===== src/rtl/instr_pack.sv =====
// Shared types for the ALU control path: the ALU operation encoding,
// the dispatcher FSM states and the buffered request payload.
package instr_pack;

    localparam int DATA_W = 8;

    typedef enum logic [2:0] {
        add = 3'd0,
        sub = 3'd1,
        amp = 3'd2,
        lor = 3'd3,
        eor = 3'd4
    } math;

    typedef enum logic [1:0] {
        IDLE    = 2'd0,
        ISSUE   = 2'd1,
        CAPTURE = 2'd2,
        HOLD    = 2'd3
    } dispatch_state;

    typedef struct packed {
        math               op;
        logic [DATA_W-1:0] x;
        logic [DATA_W-1:0] y;
        logic              rs;
    } req_t;

endpackage


===== src/rtl/alu_dispatch_if.sv =====
// Bundle of the request stream, the ALU control/operand bus and the result
// stream. The dispatcher uses the slave view; its environment the master view.
interface alu_dispatch_if;

    logic                           req_valid;
    logic                           req_ready;
    instr_pack::math                req_op;
    logic [instr_pack::DATA_W-1:0]  req_x;
    logic [instr_pack::DATA_W-1:0]  req_y;
    logic                           req_rs;

    logic [instr_pack::DATA_W-1:0]  alu_x;
    logic [instr_pack::DATA_W-1:0]  alu_y;
    instr_pack::math                alu_op;
    logic                           alu_en;
    logic                           alu_rs;
    logic [instr_pack::DATA_W-1:0]  alu_r;
    logic [instr_pack::DATA_W-1:0]  alu_s;

    logic                           res_valid;
    logic                           res_ready;
    logic [instr_pack::DATA_W-1:0]  res_data;
    logic                           res_rs;
    logic                           res_zero;

    modport master (
        output req_valid, req_op, req_x, req_y, req_rs, res_ready, alu_r, alu_s,
        input  req_ready, alu_x, alu_y, alu_op, alu_en, alu_rs,
               res_valid, res_data, res_rs, res_zero
    );

    modport slave (
        input  req_valid, req_op, req_x, req_y, req_rs, res_ready, alu_r, alu_s,
        output req_ready, alu_x, alu_y, alu_op, alu_en, alu_rs,
               res_valid, res_data, res_rs, res_zero
    );

endinterface


===== src/rtl/alu_dispatch_req_fifo.sv =====
// Small circular request buffer. Pointers wrap naturally because DEPTH is a
// power of two; the count carries one extra bit so full and empty differ.
module req_fifo
    import instr_pack::*;
#(
    parameter int DEPTH = 2
) (
    input  logic clk,
    input  logic reset,
    input  logic push,
    input  req_t push_data,
    input  logic pop,
    output req_t head,
    output logic empty,
    output logic full
);

    localparam int AW = $clog2(DEPTH);

    req_t          mem [DEPTH];
    logic [AW-1:0] wr_ptr;
    logic [AW-1:0] rd_ptr;
    logic [AW:0]   count;

    assign head  = mem[rd_ptr];
    assign empty = (count == '0);
    assign full  = (count == (AW+1)'(DEPTH));

    // Payload storage; written on push only, never reset.
    always_ff @(posedge clk) begin
        if (push) begin
            mem[wr_ptr] <= push_data;
        end
    end

    // Pointer and occupancy bookkeeping; push and pop together leave count alone.
    always_ff @(posedge clk) begin
        if (reset) begin
            wr_ptr <= '0;
            rd_ptr <= '0;
            count  <= '0;
        end else begin
            if (push) wr_ptr <= wr_ptr + 1'b1;
            if (pop)  rd_ptr <= rd_ptr + 1'b1;
            case ({push, pop})
                2'b10:   count <= count + 1'b1;
                2'b01:   count <= count - 1'b1;
                default: count <= count;
            endcase
        end
    end

endmodule


===== src/rtl/alu_dispatch.sv =====
// Dispatcher between the instruction decoder and the latch-based ALU.
// Operands are registered and only change when a new request is issued, so
// the ALU's level-sensitive enable sees a clean one-cycle pulse and its
// latched outputs stay quiet while the result is captured and held.
module alu_dispatch
    import instr_pack::*;
#(
    parameter int DEPTH = 2
) (
    input  logic          clk,
    input  logic          reset,
    alu_dispatch_if.slave bus
);

    dispatch_state     state;
    dispatch_state     next_state;
    logic              load;
    logic              push;
    logic              empty;
    logic              full;
    req_t              head;
    req_t              req_in;

    math               op_q;
    logic [DATA_W-1:0] x_q;
    logic [DATA_W-1:0] y_q;
    logic              rs_q;

    logic [DATA_W-1:0] sel_val;
    logic [DATA_W-1:0] res_data_q;
    logic              res_rs_q;
    logic              res_zero_q;

    assign push      = bus.req_valid && !full;
    assign req_in.op = bus.req_op;
    assign req_in.x  = bus.req_x;
    assign req_in.y  = bus.req_y;
    assign req_in.rs = bus.req_rs;

    req_fifo #(.DEPTH(DEPTH)) u_fifo (
        .clk       (clk),
        .reset     (reset),
        .push      (push),
        .push_data (req_in),
        .pop       (load),
        .head      (head),
        .empty     (empty),
        .full      (full)
    );

    // State register.
    always_ff @(posedge clk) begin
        if (reset) state <= IDLE;
        else       state <= next_state;
    end

    // Next state; a pop and operand load happen on every entry into ISSUE.
    always_comb begin
        next_state = state;
        load       = 1'b0;
        case (state)
            IDLE: begin
                if (!empty) begin
                    load       = 1'b1;
                    next_state = ISSUE;
                end
            end
            ISSUE:   next_state = CAPTURE;
            CAPTURE: next_state = HOLD;
            HOLD: begin
                if (bus.res_ready) begin
                    if (!empty) begin
                        load       = 1'b1;
                        next_state = ISSUE;
                    end else begin
                        next_state = IDLE;
                    end
                end
            end
            default: next_state = IDLE;
        endcase
    end

    // Operand registers feeding the ALU; updated only on issue.
    always_ff @(posedge clk) begin
        if (reset) begin
            op_q <= add;
            x_q  <= '0;
            y_q  <= '0;
            rs_q <= 1'b0;
        end else if (load) begin
            op_q <= head.op;
            x_q  <= head.x;
            y_q  <= head.y;
            rs_q <= head.rs;
        end
    end

    assign sel_val = rs_q ? bus.alu_s : bus.alu_r;

    // Result capture one cycle after the enable pulse, once the ALU latch has settled.
    always_ff @(posedge clk) begin
        if (reset) begin
            res_data_q <= '0;
            res_rs_q   <= 1'b0;
            res_zero_q <= 1'b0;
        end else if (state == CAPTURE) begin
            res_data_q <= sel_val;
            res_rs_q   <= rs_q;
            res_zero_q <= (sel_val == '0);
        end
    end

    assign bus.req_ready = !full;
    assign bus.alu_x     = x_q;
    assign bus.alu_y     = y_q;
    assign bus.alu_op    = op_q;
    assign bus.alu_rs    = rs_q;
    assign bus.alu_en    = (state == ISSUE);
    assign bus.res_valid = (state == HOLD);
    assign bus.res_data  = res_data_q;
    assign bus.res_rs    = res_rs_q;
    assign bus.res_zero  = res_zero_q;

endmodule


===== src/flat_wrapper.sv =====
// flat-port wrapper written by rule: the top's interface ports become plain ports
module alu_dispatch_flat import instr_pack::*;
#(
    parameter int DEPTH = 2
)
  (clk, reset, bus_req_valid, bus_req_op, bus_req_x, bus_req_y, bus_req_rs, bus_res_ready, bus_alu_r, bus_alu_s, bus_req_ready, bus_alu_x, bus_alu_y, bus_alu_op, bus_alu_en, bus_alu_rs, bus_res_valid, bus_res_data, bus_res_rs, bus_res_zero);
  alu_dispatch_if bus_i ();
  input  logic clk;
  input  logic reset;
  input wire logic [$bits(bus_i.req_valid)-1:0] bus_req_valid;
  input wire logic [$bits(bus_i.req_op)-1:0] bus_req_op;
  input wire logic [$bits(bus_i.req_x)-1:0] bus_req_x;
  input wire logic [$bits(bus_i.req_y)-1:0] bus_req_y;
  input wire logic [$bits(bus_i.req_rs)-1:0] bus_req_rs;
  input wire logic [$bits(bus_i.res_ready)-1:0] bus_res_ready;
  input wire logic [$bits(bus_i.alu_r)-1:0] bus_alu_r;
  input wire logic [$bits(bus_i.alu_s)-1:0] bus_alu_s;
  output wire logic [$bits(bus_i.req_ready)-1:0] bus_req_ready;
  output wire logic [$bits(bus_i.alu_x)-1:0] bus_alu_x;
  output wire logic [$bits(bus_i.alu_y)-1:0] bus_alu_y;
  output wire logic [$bits(bus_i.alu_op)-1:0] bus_alu_op;
  output wire logic [$bits(bus_i.alu_en)-1:0] bus_alu_en;
  output wire logic [$bits(bus_i.alu_rs)-1:0] bus_alu_rs;
  output wire logic [$bits(bus_i.res_valid)-1:0] bus_res_valid;
  output wire logic [$bits(bus_i.res_data)-1:0] bus_res_data;
  output wire logic [$bits(bus_i.res_rs)-1:0] bus_res_rs;
  output wire logic [$bits(bus_i.res_zero)-1:0] bus_res_zero;
  assign bus_i.req_valid = bus_req_valid;
  assign bus_i.req_op = bus_req_op;
  assign bus_i.req_x = bus_req_x;
  assign bus_i.req_y = bus_req_y;
  assign bus_i.req_rs = bus_req_rs;
  assign bus_i.res_ready = bus_res_ready;
  assign bus_i.alu_r = bus_alu_r;
  assign bus_i.alu_s = bus_alu_s;
  assign bus_req_ready = bus_i.req_ready;
  assign bus_alu_x = bus_i.alu_x;
  assign bus_alu_y = bus_i.alu_y;
  assign bus_alu_op = bus_i.alu_op;
  assign bus_alu_en = bus_i.alu_en;
  assign bus_alu_rs = bus_i.alu_rs;
  assign bus_res_valid = bus_i.res_valid;
  assign bus_res_data = bus_i.res_data;
  assign bus_res_rs = bus_i.res_rs;
  assign bus_res_zero = bus_i.res_zero;
  alu_dispatch #(.DEPTH(DEPTH)) u_core (.clk(clk), .reset(reset), .bus(bus_i));
endmodule

===== config.mk =====
export PLATFORM = sky130hd
export DESIGN_NAME = alu_dispatch_flat
export DESIGN_NICKNAME = d
export VERILOG_FILES = /design/src/rtl/instr_pack.sv /design/src/rtl/alu_dispatch_if.sv /design/src/rtl/alu_dispatch_req_fifo.sv /design/src/rtl/alu_dispatch.sv /design/src/flat_wrapper.sv
export SDC_FILE = /design/constraint.sdc
export NUM_CORES = 1
export LEC_CHECK = 0
export ABC_AREA = 1
export CAP_MARGIN = 20
export CELL_PAD_IN_SITES_DETAIL_PLACEMENT = 1
export CELL_PAD_IN_SITES_GLOBAL_PLACEMENT = 2
export CORE_MARGIN = 4
export CORE_UTILIZATION = 31
export DETAILED_ROUTE_END_ITERATION = 8
export GPL_TIMING_DRIVEN = 0
export PLACE_DENSITY_LB_ADDON = 0.1
export SLEW_MARGIN = 20
export SYNTH_ARGS = -nofsm -noshare
export SYNTH_HDL_FRONTEND = slang
export SYNTH_SLANG_ARGS = --single-unit
export TNS_END_PERCENT = 20

===== constraint.sdc =====
create_clock -name clk -period 2.1 [get_ports clk]
set_clock_uncertainty 0.05 [all_clocks]
set_input_delay 0.42 -clock clk [delete_from_list [all_inputs] [get_ports clk]]
set_output_delay 0.42 -clock clk [all_outputs]
set_load 0.1 [all_outputs]

==> impl_metrics.json, run 1 <==
{
  "drt-initial-drc-count": 61,
  "syn-cell-area_um2": 3210,
  "startpoint_type": "flop",
  "cap_viol_max_count": 0,
  "synth-compound-area-share": 0.105,
  "syn_avg_cell_area_um2": 9.98,
  "syn_nets": 368,
  "synth_xor_area_frac": 0,
  "period_share": 0.965,
  "grt_max_degree": 22,
  "cp_max_fo": 2,
  "gr-usage-all-layers": 0.128,
  "clock-sinks": 76,
  "clock-root-buffer": "clkbuf_8",
  "r2r_setup_slack_ps": 190,
  "io_pins": 73,
  "routed_via_density": 4.32,
  "rsz0062_at_grt": "false",
  "min_period_ps": 2030,
  "dp_hpwl_um": 5320,
  "drc": 0,
  "yosysWarnings": 0,
  "n_antenna_cell": 0,
  "core-area_um2": 9950,
  "dpl_cell_area_um2": 4120,
  "outcome": "finished clean",
  "critical_path_required_ps": 1630,
  "tns_ps": 0,
  "slew_headroom": 0.340,
  "synth_fa_ha_area_frac": 0.0234,
  "htreeDepth": 3,
  "p_leak_nw": 1.82,
  "first_pass_iters": 4,
  "synth_mux_area_frac": 0,
  "setup_viol_count_final": 0,
  "clkLatencyLatePin_ps": 340,
  "ys_ff_latch": 76,
  "mostFrequentLayoutCells": "nand2_1, edfxtp_1, clkdlybuf4s50_1",
  "p_comb_frac": 0.540,
  "power_density_nw_per_um2": 1640,
  "tightest_slew_ps": 994,
  "synth.distinct_cells": 31,
  "tritoncts": "yes",
  "cp.arrival_ps": 1560,
  "fin_area_um2": 4300,
  "final_common_cell": "nand2_1",
  "worstReg2RegStart": "u_core.state[1]",
  "end_kind": "output port",
  "path_clk_slew_ps": 90,
  "ir_drop_v": 0.000494,
  "synth_top_family_by_area": "simple AND/OR/NAND/NOR gates",
  "crit_chain": "dlygate4sd2_1",
  "power.share.clock": 0.155,
  "dieArea_um2": 12100,
  "hold_path_depth": 3,
  "die_w_um": 110,
  "hold_class": "input pin to flop",
  "cp-startpoint": "u_core.bus.alu_x[2]",
  "hold_start": "reset",
  "routed_wirelength_um": 7410,
  "synth_top_area_frac": 0.374,
  "cts_setup_buffers": 0,
  "synthCells": 322,
  "netlist_top_cells_area": "edfxtp_1, dfxtp_1, nand2_1, a21oi_2, nand2_2",
  "place_congestion": 0.718,
  "max_freq_mhz": 493,
  "p_switching_mw": 3.57,
  "final-hold-violation-count": 0,
  "antenna_found_initial": 0,
  "post_drt_wl_per_cell_um": 13.7,
  "critPathTopFamily": "buffers and inverters",
  "synthSimpleGateAreaFrac": 0.204,
  "initial_core_util": 0.323,
  "vias": 2344,
  "path_buf_inv": 1,
  "grt_pass1_vias": 2391,
  "post-route-util": 0.432,
  "crit_slowest_cell": "dlygate4sd2_1",
  "crit_cells": 1,
  "fin_hold_ws_ps": 412,
  "slowest_delay_ps": 870,
  "die_h_um": 110,
  "drtAntennaViolNets": 0,
  "worst_r2r_path_depth": 10,
  "portBuffers": 71,
  "post-synth-top-area-cell": "edfxtp_1",
  "cts_buffer_depth": 2,
  "crit_type": "flop to output port",
  "numCtsBuffers": 9,
  "slew_viol_final": 0,
  "grt_pass1_wl_um": 11800,
  "rows": 36,
  "power_frac_seq": 0.305,
  "fin_nets": 451,
  "synthToLayoutAreaGrowth_pct": 33.7,
  "yosysSeqAreaShare": 0.598,
  "drive_above_1_share": 0.210,
  "grt-ovfl-total": 0,
  "p_int_mw": 3.47,
  "p_sw_frac": 0.507
}
## flip-flops by register name, indices dropped and copies added, names as in the netlist
signal                count
u_core.bus.alu_rs         1
u_core.state              2
u_core.bus.res_rs         1
u_core.u_fifo.rd_ptr      1
u_core.bus.alu_y          8
u_core.u_fifo.count       2
u_core.bus.res_data       8
u_core.bus.alu_op         3
u_core.u_fifo.wr_ptr      1
u_core.u_fifo.mem        40
u_core.bus.res_zero       1
u_core.bus.alu_x          8
## kinds of logic after synthesis
group,after synthesis
buffers and inverters,43
AOI/OAI and AO/OA,43
DFF,76
adders and majority gates,6
and+or+nand+nor,154
## routing by layer
metal	track usage	up-vias	routed length, um
met4	0.0374	0	39
li1	-	1203	-
met1	0.146	1090	3110
met3	0.0411	2	494
met2	0.229	49	3770
met5	0	-	0
## what timing repair did
action | CTS | global route
endpoints found under the setup margin | 34 | 1
hold buffers | 0 | 0
cloned | 0 | 0
resized for setup | 42 | 4
hold endpoints to repair | 0 | 0
pin swaps | 0 | 1
## stage by stage
step	instances	setup slack, ps	power [mW]
after floorplan	322	-13.1	5.21
after global placement	526	-332	6.09
after detailed placement	527	-158	6.16
after CTS	543	38.7	7.12
after global routing	543	0.782	7.49
final	543	73.5	7.05
## cell usage after synthesis (all sizes together)
library cell / instances
nand3: 2
nor2: 19
or2: 1
a21o: 1
ha: 6
a21oi: 26
nor3b: 1
dfxtp: 36
nand2: 128
inv: 28
a211oi: 2
clkbuf: 1
edfxtp: 40
and3: 1
buf: 14
a22oi: 1
nor3: 2
a211o: 7
o21ai: 6
## tightest hold or removal path: cells and delay by family
family / cells / cell delay (ps)
AO/OA/AOI/OAI: 1 / 130
buffers and inverters: 2 / 220
## power by group through the flow
stage / clock (mW) / sequential (mW) / combinational, mW
6_report: 1.09 / 2.15 / 3.81
5_1_grt: 1.21 / 2.20 / 4.08
4_1_cts: 1.14 / 2.15 / 3.83
3_5_place_dp: 0 / 2.19 / 3.97
3_3_place_gp: 0 / 2.18 / 3.91
2_1_floorplan: 0 / 3.65 / 1.57
## final cells by class
cell class	count	area (um^2)
inverters	28	110
multi-input cells	203	1100
well taps	133	166
clock buffers	10	128
flip-flops and latches	76	1930
clock inverters	6	65.1
fillers	1114	5660
repair buffers	72	694
plain buffers	15	114
## final timing paths
path / endpoint
worst max-delay path: bus_alu_x[2]
worst min-delay path: u_core.bus.res_data[7]
worst max register to register: u_core.u_fifo.count[1]
worst min register to register: u_core.bus.alu_op[1]
(Power assumes the default switching activity.)
==> run 2, diff against run 1 <==
--- a/config.mk
+++ b/config.mk
@@ -14,7 +14,7 @@
 export DETAILED_ROUTE_END_ITERATION = 8
 export GPL_TIMING_DRIVEN = 0
 export PLACE_DENSITY_LB_ADDON = 0.1
-export SLEW_MARGIN = 20
+export SLEW_MARGIN = 15
 export SYNTH_ARGS = -nofsm -noshare
 export SYNTH_HDL_FRONTEND = slang
 export SYNTH_SLANG_ARGS = --single-unit
==> impl_metrics.json, run 2 (synthesis results as in run 1) <==
{
  "dpl.cell_count": 528,
  "die_h_um": 110,
  "slew_viol_final": 0,
  "p_leak_nw": 1.82,
  "core-area_um2": 9950,
  "clock-root-buffer": "clkbuf_8",
  "grt-ovfl-total": 0,
  "initial_core_util": 0.323,
  "end_kind": "output port",
  "vias": 2354,
  "total_power_mw": 7.04,
  "hold_class": "input pin to flop",
  "period_share": 0.962,
  "final-hold-violation-count": 0,
  "tritoncts": "yes",
  "setup_slack_ps": 79.6,
  "multiInputGateArea_um2": 1090,
  "first_pass_iters": 4,
  "dp_hpwl_um": 5390,
  "clkLatencyLatePin_ps": 340,
  "htreeDepth": 3,
  "tightest_slew_ps": 985,
  "crit_type": "flop to output port",
  "crit_chain": "dlygate4sd2_1",
  "r2r_setup_slack_ps": 170,
  "slew_headroom": 0.346,
  "drtAntennaViolNets": 0,
  "place_congestion": 0.718,
  "routed_via_density": 4.33,
  "routed_wirelength_um": 7300,
  "antenna_found_initial": 0,
  "mostFrequentLayoutCells": "nand2_1, edfxtp_1, clkdlybuf4s50_1",
  "cp_max_fo": 2,
  "startpoint_type": "flop",
  "ir_drop_v": 0.000522,
  "final_common_cell": "nand2_1",
  "grt_util_met1": 0.146,
  "cap_viol_max_count": 0,
  "grt.busiest_layer": "met2",
  "grt_pass1_wl_um": 11700,
  "crit_slowest_cell": "dlygate4sd2_1",
  "outcome": "finished clean",
  "fillers": 1163,
  "fin_hold_ws_ps": 402,
  "dpl_worst_slack_ps": -155,
  "portBuffers": 71,
  "drt-initial-drc-count": 73,
  "n_antenna_cell": 0,
  "top_register": "u_core.u_fifo.mem",
  "synthToLayoutAreaGrowth_pct": 33.9,
  "cts_buffer_depth": 2,
  "post_drt_wl_per_cell_um": 13.4,
  "drive_above_1_share": 0.209,
  "slowest_delay_ps": 860,
  "die_w_um": 110,
  "cp.arrival_ps": 1550,
  "worst_r2r_path_depth": 12,
  "met3_usage": 0.0435,
  "rows": 36,
  "max_freq_mhz": 495,
  "rsz0062_at_grt": "true",
  "r2r_end": "u_core.u_fifo.count[1]",
  "seqCellArea_um2": 1920,
  "hold_path_depth": 3,
  "path_buf_inv": 1,
  "met2_usage": 0.224,
  "setup_viol_count_final": 0,
  "power_density_nw_per_um2": 1640,
  "io_pins": 73,
  "dieArea_um2": 12100,
  "critical_path_required_ps": 1630,
  "numCtsBuffers": 9,
  "clock-sinks": 76,
  "fin_nets": 452,
  "min_period_ps": 2020,
  "critPathTopFamily": "buffers and inverters",
  "path_clk_slew_ps": 90,
  "grt_max_degree": 15,
  "grt_pass1_vias": 2399,
  "largest_register_ffs": 40,
  "holdPathEnd": "u_core.bus.res_data[7]",
  "cts_hold_buf": 0,
  "gr-usage-all-layers": 0.128,
  "drc": 0,
  "hold_start": "reset",
  "stdcell_count": 544,
  "worstReg2RegStart": "u_core.state[0]"
}
==> run 2: worst max path at each step <==
stage,start,endpoint,slack (ps),cells after the start
CTS,u_core.state[0],u_core.u_fifo.count[1],3,11
floorplan,u_core.u_fifo.count[0],u_core.u_fifo.mem[1][0],-10,4
global placement,bus_req_valid,u_core.u_fifo.mem[1][8],-330,3
global route,u_core.state[0],u_core.u_fifo.count[1],-5,11
finish,u_core.bus.alu_op[0],bus_alu_op[0],80,1
detailed placement,u_core.state[0],bus_res_valid,-150,2
==> run 2: worst reg2reg max path: stages (launching register included) <==
cell and delay [ps]:
dfxtp_2 370, inv_1 110, ha_4 180, a21o_1 170
nand2_4 110, inv_6 60, buf_12 140, ha_1 200
nand2_1 70, inv_1 40, nor2_1 100, a21oi_1 90
nor3_1 170
==> run 2: cell type report <==
type,count,area share
Buffer,15,0.0264
Clock buffer,11,0.0305
Clock inverter,5,0.0142
Inverter,28,0.0256
Multi-Input combinational cell,203,0.253
Sequential cell,76,0.447
Tap cell,133,0.0387
Timing Repair Buffer,73,0.164
==> run 2: power breakdown <==
| group | internal [mW] | switching (mW) | total, mW | leakage [nW] |
|---|---|---|---|---|
| Combinational | 0.973 | 2.83 | 3.80 | 1.07 |
| Clock | 0.554 | 0.542 | 1.10 | 0.0862 |
| Sequential | 1.95 | 0.191 | 2.14 | 0.668 |
| Total | 3.48 | 3.56 | 7.04 | 1.82 |
==> run 2: repair_timing <==
| item | CTS | global route |
|---|---|---|
| gates resized for setup | 41 | 6 |
| pin swaps | 0 | 0 |
| endpoints found under the setup margin | 33 | 5 |
| setup buffers | 0 | 0 |
| cloned | 0 | 0 |
==> run 2: layer usage <==
| metal | vias to the layer above | routed length (um) |
|---|---|---|
| li1 | 1201 | - |
| met1 | 1097 | 3060 |
| met2 | 49 | 3660 |
| met3 | 7 | 501 |
| met4 | 0 | 77 |
| met5 | - | 0 |
==> run 2: metrics by stage <==
step | util | setup TNS, ps | area (um^2)
2_1_floorplan | - | -262 | 3220
5_1_grt | 0.433 | -5.20 | 4310
3_5_place_dp | 0.415 | -450 | 4130
6_report | 0.433 | 0 | 4310
3_3_place_gp | 0.412 | -13380 | 4100
4_1_cts | 0.431 | 0 | 4290
